[config.mk]
export PLATFORM = sky130hd
export DESIGN_NAME = if_stage_flat
export DESIGN_NICKNAME = d
export VERILOG_FILES = /design/src/rtl/if_stage_pkg.sv /design/src/rtl/if_stage_if.sv /design/src/rtl/if_stage_pc_reg.sv /design/src/rtl/if_stage.sv /design/src/flat_wrapper.sv
export SDC_FILE = /design/constraint.sdc
export NUM_CORES = 1
export LEC_CHECK = 0
export CORE_MARGIN = 5
export CORE_UTILIZATION = 38
export DETAILED_ROUTE_END_ITERATION = 7
export HOLD_SLACK_MARGIN = 0.05
export PLACE_DENSITY_LB_ADDON = 0.1
export RECOVER_POWER = 100
export SLEW_MARGIN = 20
export SYNTH_ARGS = -nofsm -noshare
export SYNTH_HDL_FRONTEND = slang
export SYNTH_SLANG_ARGS = --single-unit
[constraint.sdc]
create_clock -name clk -period 3.8 [get_ports clk]
set_input_delay 1.14 -clock clk [delete_from_list [all_inputs] [get_ports clk]]
set_output_delay 1.14 -clock clk [all_outputs]
set_load 0.02 [all_outputs]
[src/rtl/if_stage_pkg.sv]
// Shared constants for the instruction-fetch stage: bus widths, chip-enable levels,
// stall-vector bit positions and the default reset PC.
package if_stage_pkg;

  localparam int unsigned ADDR_W  = 32;
  localparam int unsigned INST_W  = 32;
  localparam int unsigned STALL_W = 6;

  localparam int unsigned STALL_PC_BIT = 0;
  localparam int unsigned STALL_IF_BIT = 1;
  localparam int unsigned STALL_ID_BIT = 2;

  localparam logic [ADDR_W-1:0] InstAddrZero     = 32'h0000_0000;
  localparam logic [INST_W-1:0] ZeroWord         = 32'h0000_0000;
  localparam logic              ChipEnable       = 1'b1;
  localparam logic              ChipDisable      = 1'b0;
  localparam logic [ADDR_W-1:0] RESET_PC_DEFAULT = 32'h0000_0000;
  localparam logic [ADDR_W-1:0] PC_STEP          = 32'h0000_0004;

endpackage

[src/rtl/if_stage_if.sv]
// Control inputs, ROM bus and IF/ID latch outputs of the fetch stage.
// id_adel_o exists only when FETCH_ADEL_EN is defined.
interface if_stage_if;
  import if_stage_pkg::*;

  logic [STALL_W-1:0] stall;
  logic               flush;
  logic [ADDR_W-1:0]  new_pc;
  logic               branch_flag_i;
  logic [ADDR_W-1:0]  branch_target_i;
  logic [INST_W-1:0]  rom_inst_i;
  logic               rom_ce_o;
  logic [ADDR_W-1:0]  rom_addr_o;
  logic [ADDR_W-1:0]  id_pc_o;
  logic [INST_W-1:0]  id_inst_o;
`ifdef FETCH_ADEL_EN
  logic               id_adel_o;

  modport master (
    input  stall, flush, new_pc, branch_flag_i, branch_target_i, rom_inst_i,
    output rom_ce_o, rom_addr_o, id_pc_o, id_inst_o, id_adel_o
  );
  modport slave (
    output stall, flush, new_pc, branch_flag_i, branch_target_i, rom_inst_i,
    input  rom_ce_o, rom_addr_o, id_pc_o, id_inst_o, id_adel_o
  );
`else
  modport master (
    input  stall, flush, new_pc, branch_flag_i, branch_target_i, rom_inst_i,
    output rom_ce_o, rom_addr_o, id_pc_o, id_inst_o
  );
  modport slave (
    output stall, flush, new_pc, branch_flag_i, branch_target_i, rom_inst_i,
    input  rom_ce_o, rom_addr_o, id_pc_o, id_inst_o
  );
`endif
endinterface

[src/rtl/if_stage_pc_reg.sv]
// Program counter with chip-enable register; PC update priority is
// flush > PC stall > taken branch > sequential +4.
module if_stage_pc_reg
  import if_stage_pkg::*;
#(
  parameter logic [ADDR_W-1:0] RESET_PC = RESET_PC_DEFAULT
) (
  input  logic              clk,
  input  logic              rst,
  input  logic              stall_pc,
  input  logic              flush,
  input  logic [ADDR_W-1:0] new_pc,
  input  logic              branch_flag,
  input  logic [ADDR_W-1:0] branch_target,
  output logic [ADDR_W-1:0] pc,
  output logic              ce
);

  logic              ce_d;
  logic              ce_q;
  logic [ADDR_W-1:0] pc_d;
  logic [ADDR_W-1:0] pc_q;

  // Next-state: ce rises once after reset; PC waits at RESET_PC until then.
  always_comb begin
    ce_d = ChipEnable;
    pc_d = pc_q;
    if (ce_q == ChipDisable) begin
      pc_d = RESET_PC;
    end else if (flush) begin
      pc_d = new_pc;
    end else if (stall_pc) begin
      // A branch seen during a stall is dropped; ID re-presents it.
      pc_d = pc_q;
    end else if (branch_flag) begin
      pc_d = branch_target;
    end else begin
      pc_d = pc_q + PC_STEP;
    end
  end

  // State registers.
  always_ff @(posedge clk or posedge rst) begin
    if (rst) begin
      ce_q <= ChipDisable;
      pc_q <= RESET_PC;
    end else begin
      ce_q <= ce_d;
      pc_q <= pc_d;
    end
  end

  assign pc = pc_q;
  assign ce = ce_q;

endmodule

[src/rtl/if_stage.sv]
// Instruction-fetch stage: drives the ROM from the PC and registers {pc, inst} into IF/ID.
// Optional FETCH_ADEL_EN flags misaligned fetches instead of reading the ROM.
module if_stage
  import if_stage_pkg::*;
#(
  parameter logic [ADDR_W-1:0] RESET_PC = RESET_PC_DEFAULT
) (
  input  logic       clk,
  input  logic       rst,
  if_stage_if.master bus
);

  logic [ADDR_W-1:0] pc_s;
  logic              ce_s;
  logic              fetch_en_s;
  logic              stall_if_s;
  logic              stall_id_s;
  logic [ADDR_W-1:0] id_pc_d;
  logic [ADDR_W-1:0] id_pc_q;
  logic [INST_W-1:0] id_inst_d;
  logic [INST_W-1:0] id_inst_q;
  logic              adel_s;
  logic              id_adel_d;
  logic              id_adel_q;

  if_stage_pc_reg #(
    .RESET_PC (RESET_PC)
  ) u_pc_reg (
    .clk           (clk),
    .rst           (rst),
    .stall_pc      (bus.stall[STALL_PC_BIT]),
    .flush         (bus.flush),
    .new_pc        (bus.new_pc),
    .branch_flag   (bus.branch_flag_i),
    .branch_target (bus.branch_target_i),
    .pc            (pc_s),
    .ce            (ce_s)
  );

`ifdef FETCH_ADEL_EN
  assign adel_s     = ce_s && (pc_s[1:0] != 2'b00);
`else
  assign adel_s     = 1'b0;
`endif
  assign fetch_en_s = ce_s && !adel_s;
  assign stall_if_s = bus.stall[STALL_IF_BIT];
  assign stall_id_s = bus.stall[STALL_ID_BIT];

  // IF/ID next value: flush bubble > IF-only stall bubble > hold > fetch.
  always_comb begin
    id_pc_d   = id_pc_q;
    id_inst_d = id_inst_q;
    id_adel_d = id_adel_q;
    if (bus.flush) begin
      id_pc_d   = InstAddrZero;
      id_inst_d = ZeroWord;
      id_adel_d = 1'b0;
    end else if (stall_if_s && !stall_id_s) begin
      id_pc_d   = InstAddrZero;
      id_inst_d = ZeroWord;
      id_adel_d = 1'b0;
    end else if (stall_if_s) begin
      id_pc_d   = id_pc_q;
      id_inst_d = id_inst_q;
      id_adel_d = id_adel_q;
    end else begin
      id_pc_d   = ce_s ? pc_s : InstAddrZero;
      id_inst_d = fetch_en_s ? bus.rom_inst_i : ZeroWord;
      id_adel_d = adel_s;
    end
  end

  // IF/ID latch registers.
  always_ff @(posedge clk or posedge rst) begin
    if (rst) begin
      id_pc_q   <= InstAddrZero;
      id_inst_q <= ZeroWord;
      id_adel_q <= 1'b0;
    end else begin
      id_pc_q   <= id_pc_d;
      id_inst_q <= id_inst_d;
      id_adel_q <= id_adel_d;
    end
  end

  assign bus.rom_ce_o   = fetch_en_s;
  assign bus.rom_addr_o = pc_s;
  assign bus.id_pc_o    = id_pc_q;
  assign bus.id_inst_o  = id_inst_q;
`ifdef FETCH_ADEL_EN
  assign bus.id_adel_o  = id_adel_q;
`endif

endmodule
[src/flat_wrapper.sv]
// flat-port wrapper written by rule: the top's interface ports become plain ports
module if_stage_flat import if_stage_pkg::*;
#(
  parameter logic [ADDR_W-1:0] RESET_PC = RESET_PC_DEFAULT
)
  (clk, rst, bus_stall, bus_flush, bus_new_pc, bus_branch_flag_i, bus_branch_target_i, bus_rom_inst_i, bus_rom_ce_o, bus_rom_addr_o, bus_id_pc_o, bus_id_inst_o);
  if_stage_if bus_i ();
  input  logic clk;
  input  logic rst;
  input wire logic [$bits(bus_i.stall)-1:0] bus_stall;
  input wire logic [$bits(bus_i.flush)-1:0] bus_flush;
  input wire logic [$bits(bus_i.new_pc)-1:0] bus_new_pc;
  input wire logic [$bits(bus_i.branch_flag_i)-1:0] bus_branch_flag_i;
  input wire logic [$bits(bus_i.branch_target_i)-1:0] bus_branch_target_i;
  input wire logic [$bits(bus_i.rom_inst_i)-1:0] bus_rom_inst_i;
  output wire logic [$bits(bus_i.rom_ce_o)-1:0] bus_rom_ce_o;
  output wire logic [$bits(bus_i.rom_addr_o)-1:0] bus_rom_addr_o;
  output wire logic [$bits(bus_i.id_pc_o)-1:0] bus_id_pc_o;
  output wire logic [$bits(bus_i.id_inst_o)-1:0] bus_id_inst_o;
  assign bus_i.stall = bus_stall;
  assign bus_i.flush = bus_flush;
  assign bus_i.new_pc = bus_new_pc;
  assign bus_i.branch_flag_i = bus_branch_flag_i;
  assign bus_i.branch_target_i = bus_branch_target_i;
  assign bus_i.rom_inst_i = bus_rom_inst_i;
  assign bus_rom_ce_o = bus_i.rom_ce_o;
  assign bus_rom_addr_o = bus_i.rom_addr_o;
  assign bus_id_pc_o = bus_i.id_pc_o;
  assign bus_id_inst_o = bus_i.id_inst_o;
  if_stage #(.RESET_PC(RESET_PC)) u_core (.clk(clk), .rst(rst), .bus(bus_i));
endmodule
### After elaboration in Yosys (flattened, before gate mapping)

Index checks and enable logic that the tools add are counted.
Widths: inputs -> output; s select.

| word-level totals | value |
|---|---|
| bits in registers | 97 |
| input bits | 106 |
| output and inout bits | 97 |

| operators by class | value |
|---|---|
| add/sub/neg operators | 1 |
| equality and inequality tests | 2 |
| muxes and demuxes | 12 |
| reductions and logical operators | 2 |

Operators with widths:

| kind | number |
|---|---|
| $mux 32 | 12 |
| $add 32x3->32 const B | 1 |
| $ne 3x1->1 const B | 1 |
| $ne 3x3->1 const B | 1 |
| $logic_and 1x1->1 | 1 |
| $logic_not 1->1 | 1 |

### Logic depth before layout (Yosys ltp)

Gate-level depths: netlist of the first run.

| logic depth | value |
|---|---|
| depth in word-level cells | 5 |
| depth in mapped cells | 7 |
| mapped depth without buffers | 6 |

### Cells and area by module

A second synthesis of the first run with hierarchy kept.

| second synthesis, totals | value |
|---|---|
| cells, all modules | 586 |
| area total of the unflattened synthesis | 5567.8 sq um |

Modules (own cells, without submodules):

| module | times used | cells an instance | area an instance (sq um) | sequential area each (sq um) |
|---|---|---|---|---|
| if_stage | 1 | 287 | 3168.0 | 1601.5 |
| if_stage_pc_reg | 1 | 299 | 2399.8 | 825.8 |

### Worst setup path before layout of the first run

OpenSTA, ideal clock, no wires.

| path | value |
|---|---|
| path type | input-to-reg |
| start | input bus_stall[0] |
| end | register u_core.u_pc_reg.pc_q[29] (netlist: u_core.u_pc_reg.pc[29]) |
| library setup time | 124 ps |
| arrival time | 2260 ps |
| path slack | 1416 ps |
| stages | 7 |
| path buffers | 2 |
| cell sequence | buf_2 -> nand2b_1 -> and2_1 -> buf_2 -> o221ai_1 -> o21ai_0 -> a211o_1 |

| between the ends | value |
|---|---|
| word-level cells in the longest chain between the ends | 1 |

RTL lines:

| element | RTL line | source |
|---|---|---|
| start: declaration | flat_wrapper.sv:10 | `input wire logic [$bits(bus_i.stall)-1:0] bus_stall;` |
| $ne 3x3->1 (no line) | n/a |  |
| end signal: assignment | if_stage_pc_reg.sv:49 | `pc_q <= pc_d;` |
| end: declaration | if_stage_pc_reg.sv:22 | `logic [ADDR_W-1:0] pc_q;` |

Every way passes these cells.
A chain may end at the register's enable or synchronous reset.

### Worst setup path after layout of the first run

| path | value |
|---|---|
| start | input bus_flush |
| end | register u_core.id_inst_q[26] (netlist: u_core.bus.id_inst_o[26]) |

| between the ends | value |
|---|---|
| word-level cells in the longest chain between the ends | 1 |
| elaborated cells between the ends (all ways) | 2 |
| those cells by class | eq/ne: 1; mux: 1 |

RTL lines:

| element | RTL line | source |
|---|---|---|
| start: declaration | flat_wrapper.sv:11 | `input wire logic [$bits(bus_i.flush)-1:0] bus_flush;` |
| $ne 3x1->1 (no line) / $mux 32 (equally long branches) | n/a |  |
| end signal: assignment | if_stage.sv:77 | `id_inst_q <= ZeroWord;` |
| end signal: assignment | if_stage.sv:81 | `id_inst_q <= id_inst_d;` |
| end: declaration | if_stage.sv:21 | `logic [INST_W-1:0] id_inst_q;` |

Several ways; a longest one is shown, not always the timed one.

==> out/results.tsv, run 1 <==
metric	value	unit
run status	complete, but fails checks	
failing checks	capacitance limit, slew limit	
register area	2430	um^2
hold worst-path end	u_core.bus.id_inst_o[31]	
P_leak	3.27	nW
max-slew violations	44	
Comb pwr share	0.183	
clk buf depth	2	
Post-CTS Hold Fix Bufs	0	
FF+latch count, synth	97	
Syn Std Cell Area	4680	um^2
slowest CP cell	clkbuf_4	
Sink Count	97	
synth cell count leaders	dfrtp_1, a22o_1, o21ai_0	
Syn Nets	535	
CP cell instances	clkdlybuf4s50_1, buf_4, inv_1, clkbuf_2, and3_2, clkbuf_4, a22o_1	
Tot Pwr	2.57	mW
Iteration-0 DRC Markers	324	
largest cells by area after synthesis	dfrtp_1, a22o_1, o21ai_0, o221ai_1, o2bb2ai_1	
die height	121	um
reg2reg end	u_core.u_pc_reg.pc[29]	
# nets final	725	
RD Place Congestion	0.858	
count leader, synth	dfrtp_1	
num rows	40	
Post-CTS Resized	0	
RSZ-0062 raised after global routing	false	
clock power share	0.363	
FFs w/ async S/R, synth	1.00	
worst hold path class	register to register	
placed cell area	6860	um^2
top cell family by delay on the critical path	buffers and inverters	
Via density	5.54	
Worst EP arrival	3.62	ns
final WL	15100	um
MaxCap Viol Count	1	
cell area after layout	7140	um^2
Setup crit end kind	register	
headroom to the max-slew limit	-0.236	
actual slew at the worst max-slew pin	1.84	ns
setup violators final	0	
Layout area overhead	52.4	%
post-synthesis sequential area ratio	0.518	
setup TNS	0	ns
sw frac	0.278	
multi-input logic area	2060	um^2
clk_skew	0.00539	ns
GR Overflow Total	0	
ys flop type	dfrtp_1	
critical path class	input port to register	
postcts setup bufs	0	
htree depth	3	
peak supply drop	0.173	mV
# port buffers	199	
share of layout cells above drive strength 1	0.0722	
clk root buf	clkbuf_16	
Critical Path Source Type	input port	
core area	12100	um^2
HPWL after DPL	11000	um
clock latency on the worst-skew pair	0.34	ns
RR Startpoint	u_core.u_pc_reg.ce	
initial core utilization	0.388	
DR pass1 iterations	5	
clock-pin slew on the worst setup and hold paths	0.07	ns
post-route minimum period	3.34	ns
die outline width	121	um
CTS tree	done	
Fillers	1036	
yosys warns	0	
Hold Path Origin	u_core.bus.id_inst_o[31]	
Req. time, crit path	4.08	ns
NetSw	0.714	mW
Boundary Pins	203	
fmax	299	MHz
cell type with the largest total area after synthesis	dfrtp_1	
largest net degree at the start of global routing	65	
cell internal pwr	1.85	mW
largest fanout on the critical path	64	
fin crit share	0.879	
CP peak stage delay	0.64	ns
vias	4383	
TritonCTS Buffers	9	
CP bufs+invs	5	
Cell Pwr Density	360	nW/um^2
Final ANT Viol Nets	0	
Post-route DRC	0	
vias in the first global route	4503	
Syn Area/Cell	10.9	um^2
R2R setup slack	1.48	ns
fin util	0.592	
Die ar.	14600	um^2
Mapped Cells	428	
Routed WL per cell	19.1	um
first-pass GRT wire length	24100	um
final hold vios	0	
top-area cell type share of the netlist area	0.518	
WHS Path Cells	1	
initial antenna violation count	0	
Seq pwr share	0.455	
Unique masters post-synth	53	
# diodes	0	
count of flip-flops with a built-in enable after synthesis	0	
Tot GR Track Use	0.206	
FF-to-FF path depth	4	
-- state kept, by name, summed over array words and instances, names as in the netlist --
register / count
u_core.bus.id_inst_o: 32
u_core.bus.id_pc_o: 32
u_core.u_pc_reg.pc: 32
u_core.u_pc_reg.ce: 1
-- layout make-up --
type / count / area share
timing repair buffer: 211 / 0.290
tap: 168 / 0.0295
multi-input combinational: 282 / 0.289
inverter: 17 / 0.00912
clock buffer: 10 / 0.0335
clock inverter: 6 / 0.00912
sequential: 97 / 0.340
-- power by group through the flow --
stage / Sequential, mW / Clock [mW] / Combinational [mW]
after floorplan: 1.23 / 0 / 0.163
after global placement: 1.19 / 0 / 0.488
after detailed placement: 1.19 / 0 / 0.496
after CTS: 1.17 / 0.956 / 0.498
after global routing: 1.18 / 0.997 / 0.506
final: 1.17 / 0.930 / 0.469
-- worst max path at each step --
stage,from,to,slack [ns],depth (start not counted)
final,bus_flush,u_core.bus.id_inst_o[26],0.46,7
after global routing,bus_flush,u_core.bus.id_inst_o[14],0.32,7
after CTS,bus_flush,u_core.u_pc_reg.pc[29],0.75,6
after detailed placement,bus_flush,u_core.u_pc_reg.pc[29],0.38,6
after global placement,bus_flush,u_core.u_pc_reg.pc[29],0.44,6
after floorplan,rst,u_core.bus.id_inst_o[0],0.13,1
-- cell usage in the layout (no fill, tap or decap), types with 6 or more instances in the layout --
master | synthesis | layout
clkbuf_16 | 0 | 9
nand4_1 | 8 | 8
nor2b_1 | 6 | 6
a22o_1 | 64 | 64
o221ai_1 | 18 | 18
inv_1 | 17 | 16
nand3_1 | 8 | 8
nand2_1 | 16 | 16
nor3_1 | 6 | 6
a21boi_0 | 10 | 10
dfrtp_1 | 97 | 97
and3_1 | 8 | 7
buf_4 | 0 | 6
o21ai_0 | 33 | 34
o2bb2ai_1 | 13 | 13
clkdlybuf4s50_1 | 0 | 100
dlygate4sd3_1 | 0 | 99
a21oi_1 | 10 | 10
nor2_1 | 10 | 10
-- per-layer routing --
metal | track usage | up-vias | wire length (um)
met5 | 0 | - | 0
met4 | 0.0694 | 0 | 252
met3 | 0.0382 | 20 | 912
met2 | 0.329 | 168 | 7110
met1 | 0.283 | 2137 | 6850
li1 | - | 2058 | -
-- kinds of logic after synthesis --
kind of cell,share of synthesized area
adders and majority gates,0.00267
buffers and inverters,0.0430
DFF,0.518
other,0.000801
muxes,0.00641
and+or+nand+nor,0.128
AOI/OAI and AO/OA,0.300
-- per-stage QoR --
step / worst slack, ns / hold slack (ns) / std cells
final: 0.460 / 0.498 / 791
after global routing: 0.323 / 0.512 / 791
after CTS: 0.749 / 0.508 / 791
after detailed placement: 0.377 / 0.490 / 775
after global placement: 0.443 / 0.486 / 775
after floorplan: 0.126 / 0.623 / 428
No activity file was read; power rests on OpenSTA's default activity.
==> inputs of run 2 (changes only) <==
--- a/config.mk
+++ b/config.mk
@@ -11,7 +11,6 @@
 export HOLD_SLACK_MARGIN = 0.05
 export PLACE_DENSITY_LB_ADDON = 0.1
 export RECOVER_POWER = 100
-export SLEW_MARGIN = 20
 export SYNTH_ARGS = -nofsm -noshare
 export SYNTH_HDL_FRONTEND = slang
 export SYNTH_SLANG_ARGS = --single-unit
==> results of run 2 <==
Final layout, timing and power as in run 1 (identical DEF).
